### config.mk
export PLATFORM = sky130hd
export DESIGN_NAME = sobel_frame_scheduler_flat
export DESIGN_NICKNAME = d
export VERILOG_FILES = /design/src/rtl/sobel_frame_scheduler_if.sv /design/src/rtl/sobel_frame_scheduler.sv /design/src/flat_wrapper.sv
export SDC_FILE = /design/constraint.sdc
export NUM_CORES = 1
export LEC_CHECK = 0
export ABC_AREA = 1
export BUFFER_PORTS_ARGS = -buffer_cell sky130_fd_sc_hd__buf_4
export CAP_MARGIN = 20
export CORE_MARGIN = 3
export CORE_UTILIZATION = 50
export DETAILED_ROUTE_END_ITERATION = 10
export PLACE_DENSITY = 0.78
export SLEW_MARGIN = 10
export SYNTH_ARGS = -nofsm -noshare
export SYNTH_HDL_FRONTEND = slang
export SYNTH_SLANG_ARGS = --single-unit
### constraint.sdc
create_clock -name clk -period 4.74 [get_ports clk]
set_clock_uncertainty 0.05 [all_clocks]
set_input_delay 0 -clock clk [delete_from_list [all_inputs] [get_ports clk]]
set_output_delay 0 -clock clk [all_outputs]
set_load 0.05 [all_outputs]
### src/rtl/sobel_frame_scheduler_if.sv
// Signal bundle between sobel_frame_scheduler (master side) and its frame RAMs,
// Sobel engine and frame controller (slave side).
interface sobel_frame_scheduler_if #(
  parameter int ADDR_W  = 18,
  parameter int EADDR_W = 18
);
  logic               frame_start;
  logic               busy;
  logic               frame_done;
  logic               src_rd;
  logic [ADDR_W-1:0]  src_addr;
  logic [7:0]         src_data;
  logic               eng_start;
  logic               eng_done;
  logic [7:0]         eng_z;
  logic [7:0]         win_p1, win_p2, win_p3, win_p4;
  logic [7:0]         win_p6, win_p7, win_p8, win_p9;
  logic               edge_we;
  logic [EADDR_W-1:0] edge_addr;
  logic [7:0]         edge_data;
  logic               err;

  modport master (
    input  frame_start, src_data, eng_done, eng_z,
    output busy, frame_done, src_rd, src_addr, eng_start,
           win_p1, win_p2, win_p3, win_p4, win_p6, win_p7, win_p8, win_p9,
           edge_we, edge_addr, edge_data, err
  );

  modport slave (
    output frame_start, src_data, eng_done, eng_z,
    input  busy, frame_done, src_rd, src_addr, eng_start,
           win_p1, win_p2, win_p3, win_p4, win_p6, win_p7, win_p8, win_p9,
           edge_we, edge_addr, edge_data, err
  );
endinterface

### src/rtl/sobel_frame_scheduler.sv
// Walks a ROWS x COLS frame through the 3x3 Sobel engine, one interior pixel per job.
// Optional engine watchdog: define SOBEL_SCHED_TIMEOUT_EN.
module sobel_frame_scheduler #(
  parameter int ROWS        = 436,
  parameter int COLS        = 576,
  parameter int ADDR_W      = 18,
  parameter int EADDR_W     = 18,
  parameter int TIMEOUT_CYC = 1024
) (
  input  logic                    clk,
  input  logic                    reset,
  sobel_frame_scheduler_if.master sched_if
);
  typedef enum logic [2:0] {
    S_IDLE, S_FETCH, S_LAUNCH, S_WAIT, S_WRITE, S_NEXT
  } state_e;

  localparam logic [ADDR_W-1:0] COLS_A = ADDR_W'(COLS);
  localparam logic [ADDR_W-1:0] LAST_I = ADDR_W'(ROWS - 2);
  localparam logic [ADDR_W-1:0] LAST_J = ADDR_W'(COLS - 2);
  localparam logic [ADDR_W-1:0] ONE    = ADDR_W'(1);

  if (ROWS < 3 || COLS < 3 || TIMEOUT_CYC < 1) begin : g_bad_cfg
    $error("sobel_frame_scheduler: ROWS and COLS must be >= 3, TIMEOUT_CYC >= 1");
  end

  state_e             state_q, state_d;
  logic [ADDR_W-1:0]  i_q, j_q;
  logic               full_q;
  logic [3:0]         iss_cnt_q;
  logic [1:0]         iss_rr_q, iss_wc_q;
  logic               cap_vld_q;
  logic [1:0]         cap_rr_q, cap_wc_q;
  logic               done_prev_q;
  logic [7:0]         win_q [3][3];
  logic [7:0]         edge_data_q;
  logic [EADDR_W-1:0] eaddr_q;

  logic [3:0]         n_reads;
  logic               issue, done_rise, timeout, more_i, more_j, frame_done;
  logic [ADDR_W-1:0]  rd_row, rd_col;

  // Row-start fetches three columns (9 reads); a slide fetches only the new right column.
  assign n_reads   = full_q ? 4'd9 : 4'd3;
  assign issue     = (state_q == S_FETCH) && (iss_cnt_q != n_reads);
  assign done_rise = sched_if.eng_done && !done_prev_q;
  assign more_i    = i_q < LAST_I;
  assign more_j    = j_q < LAST_J;
  assign rd_row    = i_q - ONE + ADDR_W'(iss_rr_q);
  assign rd_col    = j_q - ONE + ADDR_W'(iss_wc_q);

  always_comb begin
    // NOTE: every output of this block gets a default first, so no path can infer a latch.
    state_d    = state_q;
    frame_done = 1'b0;
    case (state_q)
      S_IDLE:   if (sched_if.frame_start) state_d = S_FETCH;
      S_FETCH:  if (iss_cnt_q == n_reads) state_d = S_LAUNCH;
      S_LAUNCH: state_d = S_WAIT;
      S_WAIT:   if (done_rise || timeout) state_d = S_WRITE;
      S_WRITE:  state_d = S_NEXT;
      S_NEXT: begin
        if (more_j || more_i) begin
          state_d = S_FETCH;
        end else begin
          state_d    = S_IDLE;
          frame_done = 1'b1;
        end
      end
      default:  state_d = S_IDLE;
    endcase
  end

  always_ff @(posedge clk) begin
    // NOTE: sequential state uses non-blocking assignments so every flop samples pre-edge values.
    if (reset) state_q <= S_IDLE;
    else       state_q <= state_d;
  end

  always_ff @(posedge clk) begin
    if (reset) begin
      i_q         <= ONE;
      j_q         <= ONE;
      full_q      <= 1'b1;
      iss_cnt_q   <= '0;
      iss_rr_q    <= '0;
      iss_wc_q    <= '0;
      cap_vld_q   <= 1'b0;
      cap_rr_q    <= '0;
      cap_wc_q    <= '0;
      done_prev_q <= 1'b0;
      // NOTE: the window is nine flops driving outputs, not a RAM, so it is reset like any register.
      win_q       <= '{default: '0};
      edge_data_q <= '0;
      eaddr_q     <= '0;
    end else begin
      done_prev_q <= sched_if.eng_done;
      cap_vld_q   <= issue;
      cap_rr_q    <= iss_rr_q;
      cap_wc_q    <= iss_wc_q;
      if (cap_vld_q) win_q[cap_rr_q][cap_wc_q] <= sched_if.src_data;

      if (issue) begin
        iss_cnt_q <= iss_cnt_q + 4'd1;
        if (iss_rr_q == 2'd2) begin
          iss_rr_q <= 2'd0;
          iss_wc_q <= iss_wc_q + 2'd1;
        end else begin
          iss_rr_q <= iss_rr_q + 2'd1;
        end
      end

      case (state_q)
        S_IDLE: begin
          if (sched_if.frame_start) begin
            i_q       <= ONE;
            j_q       <= ONE;
            eaddr_q   <= '0;
            full_q    <= 1'b1;
            iss_cnt_q <= '0;
            iss_rr_q  <= '0;
            iss_wc_q  <= '0;
          end
        end
        S_WAIT: begin
          if (done_rise)    edge_data_q <= sched_if.eng_z;
          else if (timeout) edge_data_q <= '0;
        end
        S_WRITE: eaddr_q <= eaddr_q + EADDR_W'(1);
        S_NEXT: begin
          if (more_j) begin
            j_q <= j_q + ONE;
            for (int r = 0; r < 3; r++) begin
              win_q[r][0] <= win_q[r][1];
              win_q[r][1] <= win_q[r][2];
            end
            full_q    <= 1'b0;
            iss_cnt_q <= '0;
            iss_rr_q  <= '0;
            iss_wc_q  <= 2'd2;
          end else if (more_i) begin
            i_q       <= i_q + ONE;
            j_q       <= ONE;
            full_q    <= 1'b1;
            iss_cnt_q <= '0;
            iss_rr_q  <= '0;
            iss_wc_q  <= '0;
          end
        end
        default: ;
      endcase
    end
  end

`ifdef SOBEL_SCHED_TIMEOUT_EN
  localparam int TO_W = $clog2(TIMEOUT_CYC + 1);

  logic [TO_W-1:0] to_cnt_q;
  logic            err_q;

  // Counts cycles spent in WAIT; a hung engine yields a 0x00 result and a sticky error.
  assign timeout = (state_q == S_WAIT) && !done_rise && (to_cnt_q == TO_W'(TIMEOUT_CYC - 1));

  always_ff @(posedge clk) begin
    if (reset) begin
      to_cnt_q <= '0;
      err_q    <= 1'b0;
    end else begin
      if (state_q == S_WAIT) to_cnt_q <= to_cnt_q + TO_W'(1);
      else                   to_cnt_q <= '0;
      if (timeout) err_q <= 1'b1;
    end
  end

  assign sched_if.err = err_q;
`else
  assign timeout      = 1'b0;
  assign sched_if.err = 1'b0;
`endif

  assign sched_if.busy       = (state_q != S_IDLE);
  assign sched_if.frame_done = frame_done;
  assign sched_if.src_rd     = issue;
  assign sched_if.src_addr   = issue ? (rd_row * COLS_A + rd_col) : '0;
  assign sched_if.eng_start  = (state_q != S_WAIT);
  assign sched_if.edge_we    = (state_q == S_WRITE);
  assign sched_if.edge_addr  = eaddr_q;
  assign sched_if.edge_data  = edge_data_q;
  assign sched_if.win_p1     = win_q[0][0];
  assign sched_if.win_p2     = win_q[0][1];
  assign sched_if.win_p3     = win_q[0][2];
  assign sched_if.win_p4     = win_q[1][0];
  assign sched_if.win_p6     = win_q[1][2];
  assign sched_if.win_p7     = win_q[2][0];
  assign sched_if.win_p8     = win_q[2][1];
  assign sched_if.win_p9     = win_q[2][2];
endmodule

### src/flat_wrapper.sv
// flat-port wrapper written by rule: the top's interface ports become plain ports
module sobel_frame_scheduler_flat 
#(
  parameter int ROWS        = 436,
  parameter int COLS        = 576,
  parameter int ADDR_W      = 18,
  parameter int EADDR_W     = 18,
  parameter int TIMEOUT_CYC = 1024
)
  (clk, reset, sched_if_frame_start, sched_if_src_data, sched_if_eng_done, sched_if_eng_z, sched_if_busy, sched_if_frame_done, sched_if_src_rd, sched_if_src_addr, sched_if_eng_start, sched_if_win_p1, sched_if_win_p2, sched_if_win_p3, sched_if_win_p4, sched_if_win_p6, sched_if_win_p7, sched_if_win_p8, sched_if_win_p9, sched_if_edge_we, sched_if_edge_addr, sched_if_edge_data, sched_if_err);
  sobel_frame_scheduler_if #(.ADDR_W(ADDR_W), .EADDR_W(EADDR_W)) sched_if_i ();
  input  logic clk;
  input  logic reset;
  input wire logic [$bits(sched_if_i.frame_start)-1:0] sched_if_frame_start;
  input wire logic [$bits(sched_if_i.src_data)-1:0] sched_if_src_data;
  input wire logic [$bits(sched_if_i.eng_done)-1:0] sched_if_eng_done;
  input wire logic [$bits(sched_if_i.eng_z)-1:0] sched_if_eng_z;
  output wire logic [$bits(sched_if_i.busy)-1:0] sched_if_busy;
  output wire logic [$bits(sched_if_i.frame_done)-1:0] sched_if_frame_done;
  output wire logic [$bits(sched_if_i.src_rd)-1:0] sched_if_src_rd;
  output wire logic [$bits(sched_if_i.src_addr)-1:0] sched_if_src_addr;
  output wire logic [$bits(sched_if_i.eng_start)-1:0] sched_if_eng_start;
  output wire logic [$bits(sched_if_i.win_p1)-1:0] sched_if_win_p1;
  output wire logic [$bits(sched_if_i.win_p2)-1:0] sched_if_win_p2;
  output wire logic [$bits(sched_if_i.win_p3)-1:0] sched_if_win_p3;
  output wire logic [$bits(sched_if_i.win_p4)-1:0] sched_if_win_p4;
  output wire logic [$bits(sched_if_i.win_p6)-1:0] sched_if_win_p6;
  output wire logic [$bits(sched_if_i.win_p7)-1:0] sched_if_win_p7;
  output wire logic [$bits(sched_if_i.win_p8)-1:0] sched_if_win_p8;
  output wire logic [$bits(sched_if_i.win_p9)-1:0] sched_if_win_p9;
  output wire logic [$bits(sched_if_i.edge_we)-1:0] sched_if_edge_we;
  output wire logic [$bits(sched_if_i.edge_addr)-1:0] sched_if_edge_addr;
  output wire logic [$bits(sched_if_i.edge_data)-1:0] sched_if_edge_data;
  output wire logic [$bits(sched_if_i.err)-1:0] sched_if_err;
  assign sched_if_i.frame_start = sched_if_frame_start;
  assign sched_if_i.src_data = sched_if_src_data;
  assign sched_if_i.eng_done = sched_if_eng_done;
  assign sched_if_i.eng_z = sched_if_eng_z;
  assign sched_if_busy = sched_if_i.busy;
  assign sched_if_frame_done = sched_if_i.frame_done;
  assign sched_if_src_rd = sched_if_i.src_rd;
  assign sched_if_src_addr = sched_if_i.src_addr;
  assign sched_if_eng_start = sched_if_i.eng_start;
  assign sched_if_win_p1 = sched_if_i.win_p1;
  assign sched_if_win_p2 = sched_if_i.win_p2;
  assign sched_if_win_p3 = sched_if_i.win_p3;
  assign sched_if_win_p4 = sched_if_i.win_p4;
  assign sched_if_win_p6 = sched_if_i.win_p6;
  assign sched_if_win_p7 = sched_if_i.win_p7;
  assign sched_if_win_p8 = sched_if_i.win_p8;
  assign sched_if_win_p9 = sched_if_i.win_p9;
  assign sched_if_edge_we = sched_if_i.edge_we;
  assign sched_if_edge_addr = sched_if_i.edge_addr;
  assign sched_if_edge_data = sched_if_i.edge_data;
  assign sched_if_err = sched_if_i.err;
  sobel_frame_scheduler #(.ROWS(ROWS), .COLS(COLS), .ADDR_W(ADDR_W), .EADDR_W(EADDR_W), .TIMEOUT_CYC(TIMEOUT_CYC)) u_core (.clk(clk), .reset(reset), .sched_if(sched_if_i));
endmodule
==> results of run 1 <==
==> repair_timing <==
item	in CTS	in global routing
gates resized for setup	35	28
hold buffers	18	0
setup endpoints to repair	6	6
cloned	0	0
endpoints found under the hold margin	54	0
pin swaps	21	26
buffers inserted	7	4
==> layout make-up <==
type / instances / area [sq um]
Fill cell: 1548 / 6962
Multi-Input combinational cell: 935 / 5346
Sequential cell: 152 / 3049
Timing Repair Buffer: 168 / 1318
Inverter: 170 / 648.1
Clock buffer: 19 / 442.9
Tap cell: 229 / 286.5
Clock inverter: 13 / 156.4
==> synth_stat cells, types with 6 or more instances <==
library cell and count:
buf_2 7, inv_2 14, a21oi_1 120, nor2_2 6, nand3_1 51, nand2_1 242
o21ai_0 158, clkbuf_1 30, buf_4 66, inv_1 155, xnor2_1 14, nand4_1 17
nor3_1 21, nor2_1 165, xor2_1 23, dfxtp_1 152, ha_1 74
==> stage by stage <==
stage	TNS (ps)	cells	hold WS, ps	setup WS (ps)
floorplan	0	1366	74.87	32.35
global placement	0	1625	163.0	119.5
detailed placement	0	1625	179.0	1.325
CTS	0	1682	18.34	2.349
global route	-1456	1686	33.28	-401.4
finish	-199.6	1686	29.94	-107.9
==> metal layers <==
layer / share of wire (%) / vias up
li1: - / 4517
met1: 43 / 4105
met2: 49 / 306
met3: 5.8 / 46
met4: 2.3 / 0
met5: 0 / -
==> power by group through the flow <==
stage | combinational, W | sequential [W] | clock (W)
floorplan | 0.00180 | 0.00134 | 0
global placement | 0.00226 | 0.00134 | 0
detailed placement | 0.00230 | 0.00135 | 0
CTS | 0.00263 | 0.00132 | 0.00140
global route | 0.00321 | 0.00132 | 0.00145
finish | 0.00292 | 0.00132 | 0.00139
==> cell families (layout without fill, tap and decap cells) <==
logic type	Yosys count	after routing	share of synthesized area, %
xor+xnor	37	37	3.440
simple gates	520	520	23.25
fa+ha+maj	77	77	10.46
flops	152	152	32.30
buf+inv	279	370	14.02
other cells	1	1	0.03980
compound gates	300	300	16.48
==> worst max-delay path: cells and delay by family, from the launching register on <==
kind | cells | cell delay [ps]
fa+ha+maj | 6 | 1850
buf+inv | 5 | 340
xor+xnor | 3 | 430
compound gates | 2 | 180
simple gates | 13 | 1240
flops | 1 | 330
==> how the worst max path moves through the flow <==
stage | startpoint | endpoint | cells past startpoint
floorplan | u_core.i_q[1]$_SDFFE_PP0P_ | sched_if_src_addr[16] | 25
global placement | u_core.iss_rr_q[1]$_SDFF_PP0_ | sched_if_src_addr[17] | 28
detailed placement | u_core.iss_rr_q[1]$_SDFF_PP0_ | sched_if_src_addr[17] | 30
CTS | u_core.i_q[1]$_SDFFE_PP0P_ | sched_if_src_addr[17] | 28
global route | u_core.iss_rr_q[1]$_SDFF_PP0_ | sched_if_src_addr[17] | 29
finish | u_core.iss_rr_q[1]$_SDFF_PP0_ | sched_if_src_addr[17] | 29
==> results.md, run 1 <==
| Quantity | Value |
|---|---|
| Result of the run | complete, but fails checks |
| Violated checks | setup timing |
| Max-capacitance violation count | 0 |
| Number of core rows | 49 |
| Post-place instance area | 10070 sq um |
| Die extent in y | 143.3 um |
| CTS max path bufs | 2 |
| Mean number of vias per cell | 5.323 |
| Critical Path End Type | primary output |
| Fraction of final layout cells with drive strength greater than 1 | 18.05% |
| Reg2reg setup slack | 2160 ps |
| Fmax | 206.3 MHz |
| Sequential-to-total area share from yosys stat | 32.30% |
| Worst-case vdd ir drop | 0.4349 mV |
| Warning count from the yosys run | 0 |
| Post-synthesis instance area | 9422 sq um |
| IO Port Bufs | 132 |
| Clock insertion delay at the later pin of the skew report | 430 ps |
| Worst setup slack after layout | -107.9 ps |
| Vias | 8974 |
| Type of the worst setup path | reg2out |
| Path type of the worst min-delay path | in2reg |
| Mean routed wirelength per cell | 14.55 um |
| Reg-to-Reg Start | u_core.state_q[2]$_SDFFE_PP0P_ |
| Antenna violation net count after detailed routing | 0 |
| Destination of the worst register-to-register timing path | u_core.full_q$_SDFFE_PP1P_ |
| Tightest Pin Transition | 946.2 ps |
| Worst reg2reg path depth | 9 |
| Ranking of synthesized cells by area | dfxtp_1 32%, ha_1 9.8%, nand2_1 9.6% |
| Post-synth top area share | 32.30% |
| Post-layout minimum cycle time | 4848 ps |
| Slowest CP cell | fa_1 |
| Growth of design area from synthesis to finish | 19.38% |
| Total power density per cell area | 500.0 nW/um^2 |
| Leakage power total | 5.076 nW |
| Endpoints failing setup | 3 |
| Number of cells on the worst hold path | 2 |
| Seq cells post-synth | 152 |
| Post-synth ARST share | 0% |
| Gate count of the mapped netlist | 1366 |
| Horiz. Die Dim | 143.3 um |
| Psw | 0.002414 W |
| Std-Cell Core Area | 18210 sq um |
| Max_slew headroom | 36.69% |
| H-tree lvl count | 4 |
| Number of global-route vias before repair | 8397 |
| Utilization after layout | 61.77% |
| Startpoint of the most critical hold path | reset |
| Unrepaired setup endpoints after global routing | true |
| Total track usage | 22.81% |
| Clock power share | 24.7% |
| Global-route wire length before repair | 38.98 mm |
| Antenna violations before repair | 0 |
| Syn avg cell area | 6.897 sq um |
| Post-route DRC | 0 |
| Largest stage delay on the critical path | 500 ps |
| Grt peak-use layer | met2 |
| Worst Hold Path EP | u_core.i_q[15]$_SDFFE_PP0P_ |
| GRT met3 Usage | 4.153% |
| Library cell with the largest summed area after synthesis | dfxtp_1 |
| Number of buffers created by CTS | 17 |
| Switching Fraction | 42.93% |
| Number of flops mapped to enable cells by yosys | 0 |
| Commonest non-fill, non-tap cells in the layout | 235 x nand2_1, 163 x nor2_1, 156 x o21ai_0, 148 x inv_1 |
| Critical path fanouts, max | 3 |
| Grt met2 use | 38.75% |
| CTS tree | yes |
| Number of hold violations in the final report | 0 |
| Portion of the clock cycle consumed by the worst path in the final layout | 102.3% |
| GR Util met1 | 29.46% |
| Largest net degree at the start of global routing | 85 |
| Final instance area | 11250 sq um |
| Placer's final routability congestion estimate | 0.9062 |
| Total Power Consumption | 0.005623 W |
| Synth Flop Type | dfxtp_1 |
| Distinct cells, synth | 46 |
| First-pass DRT Iterations | 5 |
| Portion of total power attributed to sequential cells | 23.4% |
| DIE AREA | 20530 sq um |
| Crit start category | flop |
| Antenna diodes | 0 |
| CTS sink count | 152 |
| Final routed wirelength across all metal layers | 24.53 mm |
| Count of nets after finishing | 1541 |
| Max Transition Viols Final | 0 |
| Effective utilization at floorplan | 51.74% |
| Total congestion overflow | 0 |
| Reg clk slew, reported paths | 60 ps |
| Initial drt markers | 702 |
| Internal | 0.003209 W |
| DPL Wire Length | 16.75 mm |
| CP required | 4690 ps |
| I/O pin cnt | 134 |
| Proportion of power drawn by combinational gates | 51.9% |
| Cell chosen for the clock root | clkbuf_16 |
| Mapped Nets | 1463 |
| Most common library cell in the layout ignoring fill and taps | nand2_1 |
| Worst path arrival time | 4800 ps |
No activity file was read; power rests on OpenSTA's default activity.
==> inputs of run 2 (changes only) <==
CORE_MARGIN = 2   (was 3)
clock period = 4.9 ns   (was 4.74 ns; I/O delays follow)
==> run 2 against run 1 <==
Net effect:
- the flow now finishes without violations
- core utilization down 1.8 points
- largest power group unchanged
- via count down 0.88%
- global-route usage up 0.46 points
- critical path type unchanged
- final cell count up 0.12%
- critical endpoint unchanged
- sequential share of layout area up 0.26 points
==> results.md, run 2 (same netlist as run 1, synthesis figures left out) <==
| Quantity | Value |
|---|---|
| Critical Path End Type | primary output |
| Placed Cells incl. Taps | 1627 |
| Most common cell type on the critical path | nand2_1 |
| Leakage power total | 5.041 nW |
| Mean routed wirelength per cell | 14.33 um |
| Max-capacitance violation count | 0 |
| Placer's final routability congestion estimate | 0.8425 |
| Commonest non-fill, non-tap cells in the layout | 235 x nand2_1, 163 x nor2_1, 158 x o21ai_0, 148 x inv_1, 146 x dfxtp_1 |
| Non-Filler Instances | 1688 |
| Reg2reg setup slack | 2320 ps |
| Max_slew headroom | 36.21% |
| Setup WS pre-CTS | 132.4 ps |
| CTS tree | yes |
| Std-Cell Core Area | 18580 sq um |
| Portion of the clock cycle consumed by the worst path in the final layout | 97.41% |
| CP required | 4850 ps |
| Worst path arrival time | 4720 ps |
| Total power density per cell area | 466.3 nW/um^2 |
| Cell chosen for the clock root | clkbuf_16 |
| Number of hold violations in the final report | 0 |
| Tightest Pin Transition | 953.4 ps |
| Worst setup slack after layout | 126.7 ps |
| CTS max path bufs | 2 |
| Number of buffers created by CTS | 17 |
| Reg clk slew, reported paths | 60 ps |
| Max Transition Viols Final | 0 |
| Worst-case vdd ir drop | 0.7802 mV |
| Total congestion overflow | 0 |
| Area used by sequential logic in the layout | 3050 sq um |
| IO Port Bufs | 132 |
| Post-route DRC | 0 |
| Most common library cell in the layout ignoring fill and taps | nand2_1 |
| Growth of design area from synthesis to finish | 18.30% |
| Final routed wirelength across all metal layers | 24.20 mm |
| I/O pin cnt | 134 |
| Endpoints failing setup | 0 |
| Count of nets after finishing | 1538 |
| Total track usage | 23.27% |
| H-tree lvl count | 4 |
| Number of global-route vias before repair | 8000 |
| Destination of the worst register-to-register timing path | u_core.full_q$_SDFFE_PP1P_ |
| Utilization after layout | 59.99% |
| Antenna violation net count after detailed routing | 0 |
| DIE AREA | 19960 sq um |
| Crit start category | flop |
| Accumulated negative setup slack | 0 ps |
| Clock insertion delay at the later pin of the skew report | 430 ps |
| Number of core rows | 50 |
| Area of the multi-input gates | 5294 sq um |
| Largest net degree at the start of global routing | 94 |
| Reg-to-Reg Start | u_core.state_q[2]$_SDFFE_PP0P_ |
| Type of the worst setup path | reg2out |
| Worst reg2reg path depth | 9 |
| Antenna violations before repair | 0 |
| Fraction of final layout cells with drive strength greater than 1 | 17.88% |
| Antenna diodes | 0 |
| Effective utilization at floorplan | 50.71% |
| First-pass DRT Iterations | 5 |
| DPL Wire Length | 16.51 mm |
| Vias | 8895 |
| Result of the run | completed |
| Slowest CP cell | fa_2 |
| Crit path from | u_core.iss_rr_q[1]$_SDFF_PP0_ |
| Worst Setup EP | sched_if_src_addr[17] |
| Post-layout minimum cycle time | 4773 ps |
| Number of filler cells placed in the layout | 1651 |
| Global-route wire length before repair | 38.36 mm |
| Mean number of vias per cell | 5.270 |
| Horiz. Die Dim | 141.3 um |
| Fmax | 209.5 MHz |
| Worst hold slack across all endpoints | 21.91 ps |
| Die extent in y | 141.3 um |
| CTS sink count | 152 |
| Path type of the worst min-delay path | in2reg |
| Critical path fanouts, max | 5 |
| Initial drt markers | 600 |
| Unrepaired setup endpoints after global routing | true |
| Largest stage delay on the critical path | 370 ps |
[run 2: how the worst min path moves through the flow]
stage / slack [ps] / to / cells after the start / startpoint
global route: 40 / u_core.done_prev_q$_SDFF_PP0_ / 2 / reset
floorplan: 70 / u_core.done_prev_q$_SDFF_PP0_ / 2 / sched_if_eng_done
finish: 20 / u_core.done_prev_q$_SDFF_PP0_ / 2 / reset
global placement: 170 / u_core.done_prev_q$_SDFF_PP0_ / 3 / sched_if_eng_done
CTS: 20 / u_core.done_prev_q$_SDFF_PP0_ / 2 / reset
detailed placement: 180 / u_core.sched_if.edge_data[2]$_SDFFE_PP0P_ / 3 / sched_if_eng_z[2]
[run 2: cell type report]
type,count,area share (%)
multi-input combinational,935,47.50
sequential,152,27.37
timing repair buffer,165,11.62
inverter,170,5.793
clock buffer,20,4.187
tap,234,2.627
clock inverter,12,0.9093
[run 2: critical path, delay by kind of cell (launching register included)]
family | cells | cell delay (ps)
flip-flops | 1 | 350
AND/OR/NAND/NOR | 13 | 1060
AO/OA/AOI/OAI | 3 | 310
buffers and inverters | 5 | 350
XOR/XNOR | 2 | 240
adder cells (fa/ha/maj) | 7 | 1990
[run 2: metal layers]
metal	routed length (um)	track usage [%]	vias to the layer above	part of all wire, %
met2	11630	38.76	250	48
met1	10770	30.92	4091	45
met4	574	7.579	0	2.4
li1	-	-	4515	-
met3	1220	3.780	39	5.0
met5	0	0	-	0
[run 2: metrics by stage]
step / total power [W] / cell area [sq um]
global route: 0.005536 / 11150
CTS: 0.004852 / 10910
global placement: 0.003485 / 10050
detailed placement: 0.003499 / 10050
finish: 0.005197 / 11150
floorplan: 0.003036 / 9422
[run 2: repair_timing]
action	CTS	global route
gates resized for setup	12	47
hold buffers	18	0
endpoints found under the setup margin	4	6
setup buffers	6	5
pin swaps	9	20
hold endpoints to repair	53	0
[run 2: power breakdown]
group	total (W)	switching (W)	leakage (nW)	internal, W
combinational	0.00265	0.00167	3.53	0.000986
sequential	0.00128	0.0000185	1.23	0.00126
clock	0.00127	0.000563	0.278	0.000704
==> inputs of run 3 (changes only) <==
ABC_AREA = not set   (was 1)
TNS_END_PERCENT = 1   (was not set)
==> run 3 against run 2 <==
Net effect:
- the flow now finishes with violations (setup timing)
- die area is 2.0% lower
- final cell count is 16% lower
- wire length is 7.8% lower
- flip-flop and latch count stayed put
- sequential share of layout area is 0.053 points higher
- register-to-register slack worse by 570 ps
- critical endpoint unchanged
- largest cell class unchanged
- highest routed layer unchanged
==> results.md, run 3 <==
| Quantity | Value |
|---|---|
| Result of the run | complete, but fails checks |
| Violated checks | setup timing |
| Worst Hold Path EP | u_core.state_q[0]$_SDFFE_PP0P_ |
| Worst-case vdd ir drop | 0.3276 mV |
| Fraction of final layout cells with drive strength greater than 1 | 20.37% |
| Reg2reg setup slack | 1750 ps |
| Number of core rows | 49 |
| Post-synth top area share | 32.96% |
| Effective utilization at floorplan | 51.22% |
| Antenna violation net count after detailed routing | 0 |
| Library cell with the largest summed area after synthesis | dfxtp_1 |
| CTS sink count | 152 |
| Unrepaired setup endpoints after global routing | true |
| Number of cells on the worst hold path | 4 |
| CP required | 4850 ps |
| Most common library cell in the layout ignoring fill and taps | buf_4 |
| Total Power Consumption | 0.003084 W |
| Accumulated negative setup slack | -535.7 ps |
| Placed Cells incl. Taps | 1356 |
| Total congestion overflow | 0 |
| Number of buffers created by CTS | 17 |
| Mapped Nets | 1184 |
| Growth of design area from synthesis to finish | 20.29% |
| Count of nets after finishing | 1267 |
| Antenna diodes | 0 |
| Global-route wire length before repair | 35.62 mm |
| Seq cells post-synth | 152 |
| Placer's final routability congestion estimate | 0.8394 |
| Type of the worst setup path | reg2out |
| Reg-to-Reg Start | u_core.i_q[3]$_SDFFE_PP0P_ |
| DPL Wire Length | 15.05 mm |
| Startpoint of the most critical hold path | sched_if_frame_start |
| Max-capacitance violation count | 0 |
| Endpoints failing setup | 4 |
| Final routed wirelength across all metal layers | 22.31 mm |
| Worst path arrival time | 5120 ps |
| Destination of the worst register-to-register timing path | u_core.j_q[8]$_SDFFE_PP0P_ |
| WP buf/inv | 5 |
| Number of flops mapped to enable cells by yosys | 0 |
| Warning count from the yosys run | 0 |
| Commonest non-fill, non-tap cells in the layout | 159 x buf_4, 151 x nor2_1, 150 x dfxtp_1, 85 x mux2i_1, 73 x inv_1 |
| Crit path from | u_core.iss_rr_q[1]$_SDFF_PP0_ |
| Fmax | 193.3 MHz |
| Max Transition Viols Final | 0 |
| CTS max path bufs | 2 |
| Worst setup slack after layout | -274.2 ps |
| Largest net degree at the start of global routing | 101 |
| Leakage power total | 4.971 nW |
| Top delay family on crit path | adder cells |
| Leading post-synthesis cells by instance count | 152 x dfxtp_1, 152 x nor2_1, 88 x mux2i_1 |
| H-tree lvl count | 4 |
| I/O pin cnt | 134 |
| Total power density per cell area | 277.7 nW/um^2 |
| Non-Filler Instances | 1412 |
| Ranking of synthesized cells by area | dfxtp_1 33%, ha_1 10%, mux2i_1 9.5% |
| Number of hold violations in the final report | 0 |
| Path type of the worst min-delay path | in2reg |
| Cell chosen for the clock root | clkbuf_16 |
| Clock insertion delay at the later pin of the skew report | 430 ps |
| Vias | 7885 |
| Gate count of the mapped netlist | 1087 |
| Antenna violations before repair | 0 |
| Sequential-to-total area share from yosys stat | 32.96% |
| Post-route DRC | 0 |
| Max_slew headroom | 35.24% |
| Synth Flop Type | dfxtp_1 |
| Worst reg2reg path depth | 8 |
| Die extent in y | 139.9 um |
| First-pass DRT Iterations | 5 |
| Number of global-route vias before repair | 7251 |
| Reg clk slew, reported paths | 60 ps |
| Critical path fanouts, max | 2 |
| Largest stage delay on the critical path | 390 ps |
| Slowest CP cell | fa_2 |
| DIE AREA | 19570 sq um |
| Tightest Pin Transition | 967.9 ps |
| Critical Path End Type | primary output |
| Total track usage | 21.93% |
| Post-layout minimum cycle time | 5174 ps |
| Mean routed wirelength per cell | 15.80 um |
| Distinct cells, synth | 63 |
| CTS tree | yes |
| Horiz. Die Dim | 139.9 um |
| Std-Cell Core Area | 18020 sq um |
| Mean number of vias per cell | 5.584 |
| Crit start category | flop |
| Initial drt markers | 449 |
| IO Port Bufs | 132 |
| Syn avg cell area | 8.494 sq um |
| Post-synthesis instance area | 9233 sq um |
| Portion of the clock cycle consumed by the worst path in the final layout | 105.6% |
| Post-synth ARST share | 0% |
[run 3: metrics by stage]
stage                     util [%]  setup WS, ps  cell area, sq um  hold slack, ps
after floorplan                  -        -161.2              9273           78.18
after global placement       55.72        -63.08             10040           182.9
after detailed placement     55.72        -254.5             10040           191.7
after CTS                    61.11        -261.7             11010           20.00
after global routing         61.61        -481.3             11110           91.39
final                        61.61        -274.2             11110           23.20
[run 3: metal layers]
| layer | up-vias | share of wire, % | GRT usage (%) |
|---|---|---|---|
| met3 | 27 | 4.7 | 4.301 |
| met5 | - | 0 | 0 |
| met2 | 197 | 49 | 36.94 |
| li1 | 3880 | - | - |
| met1 | 3781 | 45 | 28.81 |
| met4 | 0 | 1.4 | 5.789 |
[run 3: kinds of logic after synthesis]
family | synth area share [%]
AND/OR/NAND/NOR | 16.55
AO/OA/AOI/OAI | 15.11
buffers and inverters | 10.86
flip-flops | 32.96
multiplexers | 9.906
adder cells (fa/ha/maj) | 10.68
XOR/XNOR | 3.903
other | 0.04062
[run 3: worst max path at each step]
stage,endpoint,slack (ps),depth (start not counted)
after floorplan,sched_if_src_addr[16],-160,21
after global placement,sched_if_src_addr[17],-60,25
after detailed placement,sched_if_src_addr[17],-250,25
after CTS,sched_if_src_addr[17],-260,26
after global routing,sched_if_src_addr[17],-480,26
final,sched_if_src_addr[17],-270,26
[run 3: final cells by class]
| cell class | count | area, sq um |
|---|---|---|
| Inverter | 82 | 307.8 |
| Multi-Input combinational cell | 736 | 5423 |
| Fill cell | 1485 | 6919 |
| Sequential cell | 152 | 3045 |
| Clock buffer | 24 | 481.7 |
| Clock inverter | 8 | 142.6 |
| Timing Repair Buffer | 181 | 1419 |
| Tap cell | 229 | 286.5 |
[run 3: what timing repair did]
item / in CTS / in global routing
hold buffers: 18 / 0
pin swaps: 29 / 22
cloned: 0 / 0
gates resized for setup: 28 / 17
buffers inserted: 2 / 3
endpoints found under the setup margin: 6 / 5
endpoints found under the hold margin: 83 / 0
[run 3: worst min-delay path, delay by kind of cell]
family / cells / cell delay (ps)
buffers and inverters: 1 / 120
AND/OR/NAND/NOR: 1 / 120
AO/OA/AOI/OAI: 2 / 210
[run 3: power by group]
part / internal (W) / total, W / switching [W]
clock: 0.000891 / 0.00139 / 0.000499
sequential: 0.00124 / 0.00125 / 0.00000638
combinational: 0.000182 / 0.000444 / 0.000261
